`src/rtl/two_output_demux_pkg.sv`:
```
// Shared constants and types for the buffered 1-to-2 demultiplexer.
// Latency: n/a (declarations only).
// Backpressure: n/a (declarations only).
package two_output_demux_pkg;

    // Default data width matches the ALU result bus.
    localparam int DEMUX_WIDTH = 16;
    // Default entries per output queue (power of two, >= 2).
    localparam int DEMUX_DEPTH = 2;

    // Destination encoding carried on SelectorBit.
    typedef enum logic {
        SEL_ZERO = 1'b0,
        SEL_ONE  = 1'b1
    } demux_sel_e;

endpackage

```
`src/rtl/two_output_demux_queue.sv`:
```
// Generic FIFO used for each demux output: push/pop, full/valid flags, head data.
// Latency: 1 cycle push-to-valid (no bypass); head driven straight from storage.
// Backpressure: full blocks push (even with a same-cycle pop); pop when vld && pop_rdy.
//
// Ports: clk, rst_n (async active-low); push/push_dat (push must already be
// qualified against full); pop_rdy from the consumer; full, vld, dat outputs.
module demux_queue
    import two_output_demux_pkg::*;
#(
    parameter int WIDTH = DEMUX_WIDTH,
    parameter int DEPTH = DEMUX_DEPTH
) (
    input  logic             clk,
    input  logic             rst_n,
    input  logic             push,
    input  logic [WIDTH-1:0] push_dat,
    input  logic             pop_rdy,
    output logic             full,
    output logic             vld,
    output logic [WIDTH-1:0] dat
);

    localparam int AW = $clog2(DEPTH);
    localparam int CW = AW + 1;

    logic [WIDTH-1:0] storage [DEPTH];
    logic [AW-1:0]    wr_ptr;
    logic [AW-1:0]    rd_ptr;
    logic [CW-1:0]    count;
    logic             pop;

    assign full = (count == CW'(DEPTH));
    assign vld  = (count != '0);
    assign pop  = vld && pop_rdy;
    assign dat  = storage[rd_ptr];

    // Pointers wrap naturally because DEPTH is a power of two.
    always_ff @(posedge clk or negedge rst_n) begin
        if (!rst_n) begin
            wr_ptr <= '0;
            rd_ptr <= '0;
            count  <= '0;
        end else begin
            if (push) wr_ptr <= wr_ptr + 1'b1;
            if (pop)  rd_ptr <= rd_ptr + 1'b1;
            // Simultaneous push and pop leaves count unchanged.
            if (push && !pop)      count <= count + 1'b1;
            else if (!push && pop) count <= count - 1'b1;
        end
    end

    // Storage is cleared on reset so an empty queue presents zero at its head.
    always_ff @(posedge clk or negedge rst_n) begin
        if (!rst_n) begin
            for (int i = 0; i < DEPTH; i++) storage[i] <= '0;
        end else if (push) begin
            storage[wr_ptr] <= push_dat;
        end
    end

endmodule

```
`src/rtl/two_output_demux.sv`:
```
// Buffered 1-to-2 demux: steers each input word by SelectorBit into queue Zero or One.
// Latency: 1 cycle from accepted input to output valid; 1 word/cycle total input rate.
// Backpressure: InReady reflects only the selected queue's full flag; each output drains independently.
//
// Ports: CLK, Reset_n (async active-low); In/InValid/SelectorBit/InReady input
// handshake; Zero/ZeroValid/ZeroReady and One/OneValid/OneReady output handshakes.
module two_output_demux
    import two_output_demux_pkg::*;
#(
    parameter int WIDTH = DEMUX_WIDTH,
    parameter int DEPTH = DEMUX_DEPTH
) (
    input  logic             CLK,
    input  logic             Reset_n,
    input  logic [WIDTH-1:0] In,
    input  logic             InValid,
    input  logic             SelectorBit,
    output logic             InReady,
    output logic [WIDTH-1:0] Zero,
    output logic             ZeroValid,
    input  logic             ZeroReady,
    output logic [WIDTH-1:0] One,
    output logic             OneValid,
    input  logic             OneReady
);

    logic       zero_full;
    logic       one_full;
    logic       zero_push;
    logic       one_push;
    demux_sel_e sel;

    assign sel = demux_sel_e'(SelectorBit);

    // Ready is derived from registered full flags only, so there is no
    // combinational path from either output ready back to InReady.
    assign InReady   = (sel == SEL_ONE) ? !one_full : !zero_full;
    assign zero_push = InValid && InReady && (sel == SEL_ZERO);
    assign one_push  = InValid && InReady && (sel == SEL_ONE);

    demux_queue #(
        .WIDTH (WIDTH),
        .DEPTH (DEPTH)
    ) u_zero_q (
        .clk      (CLK),
        .rst_n    (Reset_n),
        .push     (zero_push),
        .push_dat (In),
        .pop_rdy  (ZeroReady),
        .full     (zero_full),
        .vld      (ZeroValid),
        .dat      (Zero)
    );

    demux_queue #(
        .WIDTH (WIDTH),
        .DEPTH (DEPTH)
    ) u_one_q (
        .clk      (CLK),
        .rst_n    (Reset_n),
        .push     (one_push),
        .push_dat (In),
        .pop_rdy  (OneReady),
        .full     (one_full),
        .vld      (OneValid),
        .dat      (One)
    );

endmodule

```
`config.mk`:
```
export PLATFORM = sky130hd
export DESIGN_NAME = two_output_demux
export DESIGN_NICKNAME = d
export VERILOG_FILES = /design/src/rtl/two_output_demux_pkg.sv /design/src/rtl/two_output_demux_queue.sv /design/src/rtl/two_output_demux.sv
export SDC_FILE = /design/constraint.sdc
export NUM_CORES = 1
export LEC_CHECK = 0
export ABC_AREA = 1
export CAP_MARGIN = 10
export CORE_ASPECT_RATIO = 1.1
export CORE_UTILIZATION = 50
export DETAILED_ROUTE_END_ITERATION = 8
export PLACE_DENSITY = 0.87
export SLEW_MARGIN = 15
export SYNTH_ARGS = -nofsm -noshare
export SYNTH_HDL_FRONTEND = slang
export SYNTH_SLANG_ARGS = --single-unit
export TNS_END_PERCENT = 50
```
`constraint.sdc`:
```
create_clock -name CLK -period 3.05 [get_ports CLK]
set_input_delay 0.4575 -clock CLK [delete_from_list [all_inputs] [get_ports CLK]]
set_output_delay 0.4575 -clock CLK [all_outputs]
set_load 0.005 [all_outputs]
```
* After elaboration in Yosys (flattened, before gate mapping)
Index checks and enable logic that the tools add are counted.
** Storage, ports and cells
- Logic and storage cells :: 69
- Input bits :: 22
- Flip-flop bits (word level) :: 72
- Output and inout port bits :: 35
** Cells by class
- Reductions and logical operators :: 21
- Bitwise operators :: 5
- Order comparisons :: 6
- Mux-type cells :: 17
- Equal/unequal tests :: 2
- Add/sub/neg operators :: 8
** Operators with widths (count)
- two-way mux 16 bit :: 8
- bitwise mux 32 bit :: 2
- demux 16 bit (select 1 bit) :: 2
- logical AND 1 bit :: 11
- greater-or-equal comparator 2 bit (second input constant) :: 4
- two-way mux 2 bit :: 4
- inverter 1 -> 2 bit :: 4
- nonzero test 2 bit :: 4
- logical NOT 1 bit :: 6
- adder 1 bit (second input constant) :: 4
- adder 2 x 1 -> 2 bit (second input constant) :: 2
- equality test 2 bit (second input constant) :: 2
- < comparator 2 x 1 -> 1 bit (second input constant) :: 2
- subtractor 2 x 1 -> 2 bit (second input constant) :: 2
- two-way mux 1 bit :: 1
- inverter 1 bit :: 1

* Depth between registers and ports, before layout
- Depth in word-level cells :: 9
- Depth in mapped cells :: 10
- Mapped depth without buffers :: 8

* Modules after synthesis
Synthesis repeated with hierarchy kept, for this count alone.
** Second synthesis, totals
- Cells, all modules :: 405
- Area total of the unflattened synthesis :: 3372.0 um^2
** Modules (own cells, without submodules)
- demux_queue :: instances 2, cells each 198, area an instance 1666.6 um^2, sequential area each 900.9 um^2
- two_output_demux :: instances 1, cells each 9, area an instance 38.8 um^2, sequential area each 0.0 um^2

* Worst setup path before layout
OpenSTA, ideal clock, no wires.
- Path type :: register to register
- Start point :: reg u_zero_q.count[0]
- End point :: reg u_zero_q.count[1]
- Required time :: 2919 ps
- Stages on the path, launching flop included :: 8
- Buffers on the path :: 1
- Library setup time :: 131 ps
- Clock period less this slack :: 1771 ps
- Data arrival time :: 1641 ps
- Path slack :: 1279 ps
- Cell sequence :: dfrtp_1 o211ai_4 buf_6 inv_1 ha_1 a21oi_1 o21ai_0 xor2_1
** Between the ends
- Word-level cells in the longest chain between the ends :: 8
- Elaborated cells on any way between the ends :: 16
- Those cells by class :: add/sub: 2; eq/ne: 1; mux: 3; reduce/logical: 10
** RTL lines
- start: declaration :: line two_output_demux_queue.sv:29 : logic [CW-1:0] count;
- start signal: assignment :: line two_output_demux_queue.sv:47 : if (push && !pop) count <= count + 1'b1;
- start signal: assignment :: line two_output_demux_queue.sv:48 : else if (!push && pop) count <= count - 1'b1;
- equality test 2 bit (*) :: line two_output_demux_queue.sv:32 : assign full = (count == CW'(DEPTH));
- logical NOT 1 bit (*) :: line two_output_demux.sv:37 : assign InReady = (sel == SEL_ONE) ? !one_full : !zero_full;
- two-way mux 1 bit (*) :: line two_output_demux.sv:37
- logical AND 1 bit (*) (2 in series) :: line two_output_demux.sv:38 : assign zero_push = InValid && InReady && (sel == SEL_ZERO);
- via u_zero_q.push :: line two_output_demux_queue.sv:15 : input logic push,
- logical NOT 1 bit :: line two_output_demux_queue.sv:48
- logical AND 1 bit :: line two_output_demux_queue.sv:48
- nonzero test 2 bit (no line)
The timed path passes the listed nets; every way through them passes the cells marked *. The select of a mux whose other input is x is not followed.
A chain may end at the register's enable or synchronous reset.

* Worst setup path after layout
- Start point :: reg u_one_q.rd_ptr
- End point :: out One[2]
** Between the ends
- Word-level cells in the longest chain between the ends :: 4
** RTL lines
- start: declaration :: line two_output_demux_queue.sv:28 : logic [AW-1:0] rd_ptr;
- start signal: assignment :: line two_output_demux_queue.sv:45 : if (pop) rd_ptr <= rd_ptr + 1'b1;
- inverter 1 -> 2 bit (implied by the code) :: line two_output_demux_queue.sv:35 : assign dat = storage[rd_ptr];
- two-way mux 16 bit (implied by the code) (3 in series) :: line two_output_demux_queue.sv:35
- end: declaration :: line two_output_demux.sv:22 : output logic [WIDTH-1:0] One,
Every way passes these cells. The select of a mux whose other input is x is not followed.

==> flow_metrics.tcl <==
set metrics [dict create \
    yosys_warnings 0 \
    reg2reg_depth 6 \
    final_layout_size_suffix_gt1_share_pct 6.71 \
    num_io_pins 57 \
    grt_util_all_layers_pct 23.3 \
    synthCells 421 \
    clk_latency_ps 350 \
    place_area_um2 4060 \
    start_kind "flip-flop" \
    setup_viol 0 \
    layout_common_cells "nand2_1 (149), dfrtp_1 (72), o21ai_0 (67)" \
    wirelength_mm 7.75 \
    ctsHoldBuffers 0 \
    fin_setup_tns_ps 0 \
    ctsResizeCount 0 \
    core_um2 6670 \
    netlist_area_um2 3500 \
    post-synth-top-area-cell "dfrtp_1" \
    row_count 31 \
    finalCritPeriodShare_pct 83.1 \
    dr.pass1.iters 7 \
    clockBufferDepth 2 \
    drc 0 \
    worst_hold_slack_ps 95.3 \
    grt_first_pass_wirelength_mm 13.0 \
    max_slew_margin_pct 52.6 \
    ys_seq_elements 72 \
    netlist_top_cells_area "dfrtp_1 (51%), nand2_1 (16%), o21ai_0 (9.6%)" \
    via_count 2881 \
    root_buffer "clkbuf_8" \
    stdcell_count 559 \
    mostFrequentLayoutCell "nand2_1" \
    arrival_ps 2080 \
    grt_max_degree 29 \
    overflow 0 \
    fmax_ghz 0.395 \
    dieHeight_um 89.8 \
    syn_avg_cell_area_um2 8.32 \
    path_class "flip-flop to output port" \
    worstPathRequired_ps 2590 \
    cts_tree "done" \
    r2r_setup_slack_ps 1150 \
    design_area_um2 4270 \
    post_cts_buffers 0 \
    outcome "finished clean" \
    viasPerCell 5.15 \
    nNetsFinal 496 \
    period_minus_slack_ps 2530 \
    hold_violations 0 \
    drv_cap 0 \
    p_leak_nw 2.07 \
    io_buffers 56 \
    cts.sinks 72 \
    avgRoutedWirePerCell_um 13.9 \
    diodes 0 \
    grt_pass1_vias 2761 \
    dp.cells 543 \
    crit_fanout 18 \
    initial_core_util_pct 52.5 \
    seq_area_frac_synth_pct 51.4 \
    drt.antenna.violating_nets 0 \
    min_path_type "input port to async pin" \
    gp_congestion 0.861 \
    ir_drop_uv 547 \
    hpwl_mm 5.24 \
    ys_types 21 \
    chipWidth_um 81.8 \
    synthToLayoutAreaGrowth_pct 22.0 \
    cts_inserted_buffers 9 \
    fin_total_pwr_mw 4.51 \
    cellPowerDensity_nw_per_um2 1060 \
    h-tree-depth 3 \
    rsz0062_at_grt "no" \
    clkTransAtPathRegs_ps 80 \
    antenna_found_initial 0 \
    r2r-end "u_zero_q.count[1]" \
    final.setup_skew_ps 7.43 \
    yosysTopAreaCellShare_pct 51.4 \
    drt_iter0_drc 169 \
    r2r-start "u_zero_q.count[0]" \
    drv_slew 0 \
    tightest_slew_ps 712 \
    syn-num-nets 445 \
    die_area_um2 7340 \
    cp-end-kind "output port" \
]
[per-stage QoR]
stage / utilization (%) / setup WS, ps
floorplan: - / 1280
global placement: 60.9 / 873
detailed placement: 60.9 / 805
CTS: 64.0 / 542
global route: 64.0 / 410
finish: 64.0 / 517
[registers in the layout, summed over array words and instances (netlist names)]
register	count
u_one_q.count	2
u_one_q.rd_ptr	1
u_zero_q.count	2
u_zero_q.rd_ptr	1
u_one_q.storage	32
u_zero_q.wr_ptr	1
u_one_q.wr_ptr	1
u_zero_q.storage	32
[layer usage]
| metal | part of all wire [%] | track usage [%] |
|---|---|---|
| met5 | 0 | 0 |
| met4 | 2.0 | 9.80 |
| met3 | 5.7 | 4.97 |
| met2 | 48 | 34.6 |
| met1 | 44 | 32.7 |
[layout make-up]
| cell class | instances | area, um^2 |
|---|---|---|
| fill | 521 | 2400 |
| sequential | 72 | 1800 |
| multi-input combinational | 268 | 1330 |
| timing repair buffer | 63 | 608 |
| inverter | 58 | 218 |
| clock buffer | 10 | 128 |
| tap | 82 | 103 |
| clock inverter | 6 | 83.8 |
[logic make-up after synthesis]
logic type	synth area share, %
AO/OA/AOI/OAI	17.3
XOR/XNOR	2.00
adder cells (fa/ha/maj)	0.714
buffers and inverters	10.6
flip-flops	51.4
AND/OR/NAND/NOR	17.9
[worst max-delay path: stages, from the launching register on]
cell	delay, ps
dfrtp_1	620
buf_4	300
nand2_1	80
o21ai_0	150
clkdlybuf4s50_1	570
[power by group]
| group | switching [mW] | internal [mW] | leakage (nW) |
|---|---|---|---|
| Clock | 0.350 | 0.458 | 0.110 |
| Combinational | 0.971 | 1.02 | 1.08 |
| Sequential | 0.292 | 1.42 | 0.881 |
| Total | 1.61 | 2.90 | 2.07 |
[synthesized netlist by cell type]
library cell    n
inv_2           2
ha_1            2
o21bai_1       32
buf_1           1
dfrtp_1        72
nor2_4          2
nor2_1          1
inv_1          56
xnor2_1         4
buf_6           8
o21ai_0        67
a21oi_1         2
xor2_1          4
buf_2           5
nand3_2         1
o211ai_4        1
nor2_2          1
clkbuf_1        9
nand2_1       149
nand2_2         1
nor2_8          1
[how the worst max path moves through the flow]
stage	start	slack, ps	depth (start not counted)	endpoint
floorplan	u_zero_q.count[0]	1280	7	u_zero_q.count[1]
global placement	SelectorBit	870	6	InReady
detailed placement	InValid	800	6	u_one_q.storage[26]
CTS	u_one_q.rd_ptr	540	4	One[2]
global route	u_one_q.rd_ptr	410	4	One[4]
finish	u_one_q.rd_ptr	520	4	One[2]
Note: power is estimated with default switching activity, not from simulation.
